**src/rtl/crc_pkg.sv**
```systemverilog
// crc_pkg: FSM state type and standard generator polynomials shared by the CRC engine and its users
package crc_pkg;
  typedef enum logic [1:0] {IDLE, SHIFT, HOLD} state_t;
  localparam logic [15:0] CRC16_CCITT = 16'h1021;
  localparam logic [31:0] CRC32 = 32'h04C11DB7;
  localparam logic [7:0] CRC8 = 8'h07;
endpackage

```
**src/rtl/crc_step.sv**
```systemverilog
// crc_step: combinational BPC-bit direct (non-augmented) LFSR advance; ports: crc in, bits in (bits[BPC-1] consumed first), crc_next out
module crc_step #(
  parameter int CRC_W = 16,
  parameter int BPC = 1,
  parameter logic [CRC_W-1:0] POLY = CRC_W'(16'h1021)
) (
  input  logic [CRC_W-1:0] crc,
  input  logic [BPC-1:0]   bits,
  output logic [CRC_W-1:0] crc_next
);
  always_comb begin
    crc_next = crc;
    for (int i = BPC - 1; i >= 0; i--)
      crc_next = {crc_next[CRC_W-2:0], 1'b0} ^ ((crc_next[CRC_W-1] ^ bits[i]) ? POLY : '0);
  end
endmodule

```
**src/rtl/crc_engine.sv**
```systemverilog
// crc_engine: word-serial CRC generator, BPC bits per clock
//   clk_i/rst_i (sync, active-low), clear_i frame abort,
//   in_valid_i/in_ready_o/in_data_i/in_last_i word input,
//   crc_o/crc_valid_o/crc_ready_i final CRC handshake
module crc_engine
  import crc_pkg::*;
#(
  parameter int          DATA_W      = 8,
  parameter int          CRC_W       = 16,
  parameter int          BPC         = 1,
  parameter logic [31:0] POLY        = 32'h0000_1021,
  parameter logic [31:0] INIT        = 32'hFFFF_FFFF,
  parameter logic [31:0] XOR_OUT     = 32'h0,
  parameter bit          REFLECT_IN  = 1'b0,
  parameter bit          REFLECT_OUT = 1'b0
) (
  input  logic              clk_i,
  input  logic              rst_i,
  input  logic              clear_i,
  input  logic              in_valid_i,
  output logic              in_ready_o,
  input  logic [DATA_W-1:0] in_data_i,
  input  logic              in_last_i,
  output logic [CRC_W-1:0]  crc_o,
  output logic              crc_valid_o,
  input  logic              crc_ready_i
);
  localparam int STEPS = DATA_W / BPC;
  localparam int CNT_W = $clog2(STEPS + 1);
  localparam logic [CNT_W-1:0] STEPS_C = CNT_W'(STEPS);
  localparam logic [CRC_W-1:0] INIT_C = INIT[CRC_W-1:0];
  state_t state, state_d;
  logic [CRC_W-1:0] crc, crc_nxt, crc_fin;
  logic [DATA_W-1:0] word, word_in;
  logic [CNT_W-1:0] cnt;
  logic last, accept, done;
  assign in_ready_o = rst_i && state == IDLE;
  assign accept = in_ready_o && in_valid_i && !clear_i;
  assign done = state == SHIFT && cnt == CNT_W'(1);
  // words are stored pre-reflected so the shifter always consumes the MSB first
  always_comb begin
    word_in = in_data_i;
    crc_fin = crc_nxt;
    for (int i = 0; i < DATA_W; i++) word_in[i] = REFLECT_IN ? in_data_i[DATA_W-1-i] : in_data_i[i];
    for (int i = 0; i < CRC_W; i++) crc_fin[i] = REFLECT_OUT ? crc_nxt[CRC_W-1-i] : crc_nxt[i];
    crc_fin = crc_fin ^ XOR_OUT[CRC_W-1:0];
  end
  crc_step #(.CRC_W(CRC_W), .BPC(BPC), .POLY(POLY[CRC_W-1:0])) u_step (
    .crc(crc),
    .bits(word[DATA_W-1 -: BPC]),
    .crc_next(crc_nxt)
  );
  always_ff @(posedge clk_i) state <= !rst_i ? IDLE : state_d;
  always_comb begin
    state_d = state;
    case (state)
      IDLE:    state_d = accept ? SHIFT : IDLE;
      SHIFT:   state_d = done ? (last ? HOLD : IDLE) : SHIFT;
      HOLD:    state_d = crc_ready_i ? IDLE : HOLD;
      default: state_d = IDLE;
    endcase
    if (clear_i) state_d = IDLE;
  end
  always_ff @(posedge clk_i) begin
    if (!rst_i || clear_i) begin
      crc <= INIT_C;
      cnt <= '0;
      word <= '0;
      last <= 1'b0;
      crc_o <= '0;
      crc_valid_o <= 1'b0;
    end else begin
      if (accept) begin
        word <= word_in;
        last <= in_last_i;
        cnt <= STEPS_C;
      end
      if (state == SHIFT) begin
        crc <= crc_nxt;
        word <= word << BPC;
        cnt <= cnt - CNT_W'(1);
        if (done && last) begin
          crc_o <= crc_fin;
          crc_valid_o <= 1'b1;
        end
      end
      if (state == HOLD && crc_ready_i) begin
        crc <= INIT_C;
        crc_valid_o <= 1'b0;
      end
    end
  end
endmodule

```
**config.mk**
```make
export PLATFORM = sky130hd
export DESIGN_NAME = crc_engine
export DESIGN_NICKNAME = d
export VERILOG_FILES = /design/src/rtl/crc_pkg.sv /design/src/rtl/crc_step.sv /design/src/rtl/crc_engine.sv
export SDC_FILE = /design/constraint.sdc
export NUM_CORES = 1
export LEC_CHECK = 0
export ABC_AREA = 1
export CAP_MARGIN = 20
export CORE_ASPECT_RATIO = 0.5
export CORE_MARGIN = 8
export CORE_UTILIZATION = 50
export DETAILED_ROUTE_END_ITERATION = 8
export PLACE_DENSITY = 0.8
export SYNTH_ARGS = -nofsm -noshare
export SYNTH_HDL_FRONTEND = slang
export SYNTH_SLANG_ARGS = --single-unit
```
**constraint.sdc**
```tcl
create_clock -name clk_i -period 1.63 [get_ports clk_i]
set_input_delay 0.326 -clock clk_i [delete_from_list [all_inputs] [get_ports clk_i]]
set_output_delay 0.326 -clock clk_i [all_outputs]
set_load 0.02 [all_outputs]
```
==> results.yml <==
run:
  drv_cap: 0
global_routing:
  track_usage: 0.142
  grt_max_degree: 31
  antenna_found_initial: 0
  grt_pass1_wl_mm: 7.36
  grt_overflow: 0
  grt_pass1_vias: 1687
detailed_routing:
  avgRoutedWirePerCell_um: 11.6
  wl_mm: 4.39
  drtPass1Iterations: 4
  via_per_inst: 4.77
  num_vias: 1806
  drc: 0
  ant_nets: 0
  drt_iter0_drc: 87
timing:
  slew_headroom: 0.736
  rsz0062_at_grt: "false"
  tightest_slew_ns: 0.395
  clock_skew_ns: 0.00156
  fmax_ghz: 0.632
  hold_viol: 0
  slew_violations: 0
  holdWs_ns: 0.474
  setup_viol_count_final: 0
  period_needed_ns: 1.58
  fin_crit_sh: 0.970
status:
  status: "complete, no violations"
power:
  p_clk_frac: 0.422
  intPower_mw: 1.86
  share_seq_of_total_power: 0.509
  power.density_nw_per_um2: 900
  p_leak_nw: 1.28
  switching_share: 0.204
  comb_power_share: 0.069
  power_mw: 2.34
  p_sw_uw: 478
  vdd_ir_drop_max_v: 0.000465
floorplan:
  die_w_um: 107
  start_util: 0.526
  num_io_pins: 32
  die_h_um: 61.6
  core_area_um2: 3940
  dieArea_um2: 6590
  std_cell_rows: 16
layout:
  nFillCells: 336
  fin_nets: 341
  multi_input_area_um2: 880
  final_util: 0.660
  fin_area_um2: 2600
  layout-drive-gt1-share: 0.0954
  final_cells: 379
  area_delta_synth_final_pct: 25.4
  regArea_um2: 961
  n_antenna_cell: 0
setup_path:
  crit_path_end_kind: "output pin"
  cp_slowest_cell: "clkdlybuf4s50_1"
  start_kind: "flop"
  critical_path_required_ns: 1.30
  worstSetupPathType: "reg2out"
  path_delay_family: "buffers and inverters"
  path_max_fanout: 2
  crit_arrival_ns: 1.26
  path_cells: "clkdlybuf4s50_1"
  cp-startpoint: "crc_o[13]$_SDFFE_PP0P_"
  max_stage_delay_ns: 0.61
  path_buf_inv: 1
  r2r_start: "cnt[1]$_SDFFE_PP0P_"
synth:
  yosysMostFrequentCell: "nand2_1"
  ys_seq_area_frac: 0.463
  synth_ff_type: "dfxtp_1"
  yosysUniqueCellTypes: 21
  ys_top_cells_by_count: "nand2_1, dfxtp_1, nor2_1, inv_1, o21ai_0"
  async_flop_share: 0
  synth_warnings: 0
  netlist.area_leader.share: 0.463
  yosys_register_bits: 48
  synth.largest_area_cell: "dfxtp_1"
  synth_nets: 305
  avgSynthCellArea_um2: 7.18
  syn_inst: 289
  synthTopCellsByArea: "dfxtp_1, nand2_1, nor2_1, inv_1, o211ai_1"
  synth_edf_count: 0
  syn_area_um2: 2080
hold_path:
  hold_start: "crc_valid_o$_SDFFE_PP0P_"
  min_path_type: "reg2reg"
place:
  dp_cells: 372
  place_area_um2: 2470
  dpl.hpwl_mm: 3.08
  place_congestion: 0.801
  io_buffers: 31
clocking:
  clk_latency_ns: 0.30
  tritoncts: "built"
  htreeDepth: 2
  cts_buffers: 5
  clock_path_buffers: 2
  clockRootBuffer: "clkbuf_8"
  cts.sink_count: 48
  path_clk_slew_ns: 0.08
metal layers:
layer | routed length (µm) | track usage | up-vias
li1 | - | - | 972
met1 | 2100 | 0.162 | 797
met2 | 1980 | 0.237 | 30
met3 | 227 | 0.0449 | 7
met4 | 80 | 0.0772 | 0
met5 | 0 | 0 | -
cells in the final DEF, fill, tap and decap left out, types with 4 or more instances in the layout:
cell,n
nand2_1,81
dfxtp_1,48
nor2_1,40
inv_1,33
clkdlybuf4s50_1,29
o21ai_0,17
nand3_1,15
a21oi_1,13
o211ai_1,12
buf_4,10
clkbuf_8,5
inv_2,4
power groups by stage:
stage / Combinational, mW / Clock (mW) / Sequential [mW]
after floorplan: 0.0970 / 0 / 1.22
after global placement: 0.159 / 0 / 1.22
after detailed placement: 0.162 / 0 / 1.22
after CTS: 0.163 / 1.00 / 1.19
after global routing: 0.181 / 1.05 / 1.19
final: 0.162 / 0.988 / 1.19
registers in the layout (all words and copies together) (netlist names):
name         cells
state            2
crc_o           16
crc_valid_o      1
word             8
last             1
crc             16
cnt              4
timing repair:
item | 4_1_cts | 5_1_grt
setup buffers | 0 | 0
hold buffers | 0 | 0
pin swaps | 0 | 0
cloned | 0 | 0
endpoints found under the setup margin | 1 | 2
gates resized for setup | 1 | 2
cells by family after synthesis:
group / share of synthesized area
adder cells (fa/ha/maj): 0.0121
buffers and inverters: 0.113
AND/OR/NAND/NOR: 0.275
AO/OA/AOI/OAI: 0.137
flip-flops: 0.463
stage by stage:
stage,setup TNS (ns),setup slack (ns)
global route,0,0.00476
floorplan,0,0.483
global placement,-0.220,-0.220
detailed placement,-0.225,-0.225
CTS,0,0.0353
finish,0,0.0486
final cells by class:
type                            instances  area share
Multi-Input combinational cell        190       0.338
Clock buffer                            5      0.0264
Timing Repair Buffer                   43       0.164
Inverter                               37      0.0533
Clock inverter                          2      0.0231
Tap cell                               54      0.0259
Sequential cell                        48       0.369
final timing paths:
check | cells after the start | to | slack, ns
worst max register to register | 8 | crc_o[5]$_SDFFE_PP0P_ | 0.22
worst min-delay path | 2 | crc_valid_o$_SDFFE_PP0P_ | 0.47
worst min register to register | 2 | crc_valid_o$_SDFFE_PP0P_ | 0.47
worst max-delay path | 1 | crc_o[13] | 0.05
No activity file was read; power rests on OpenSTA's default activity.
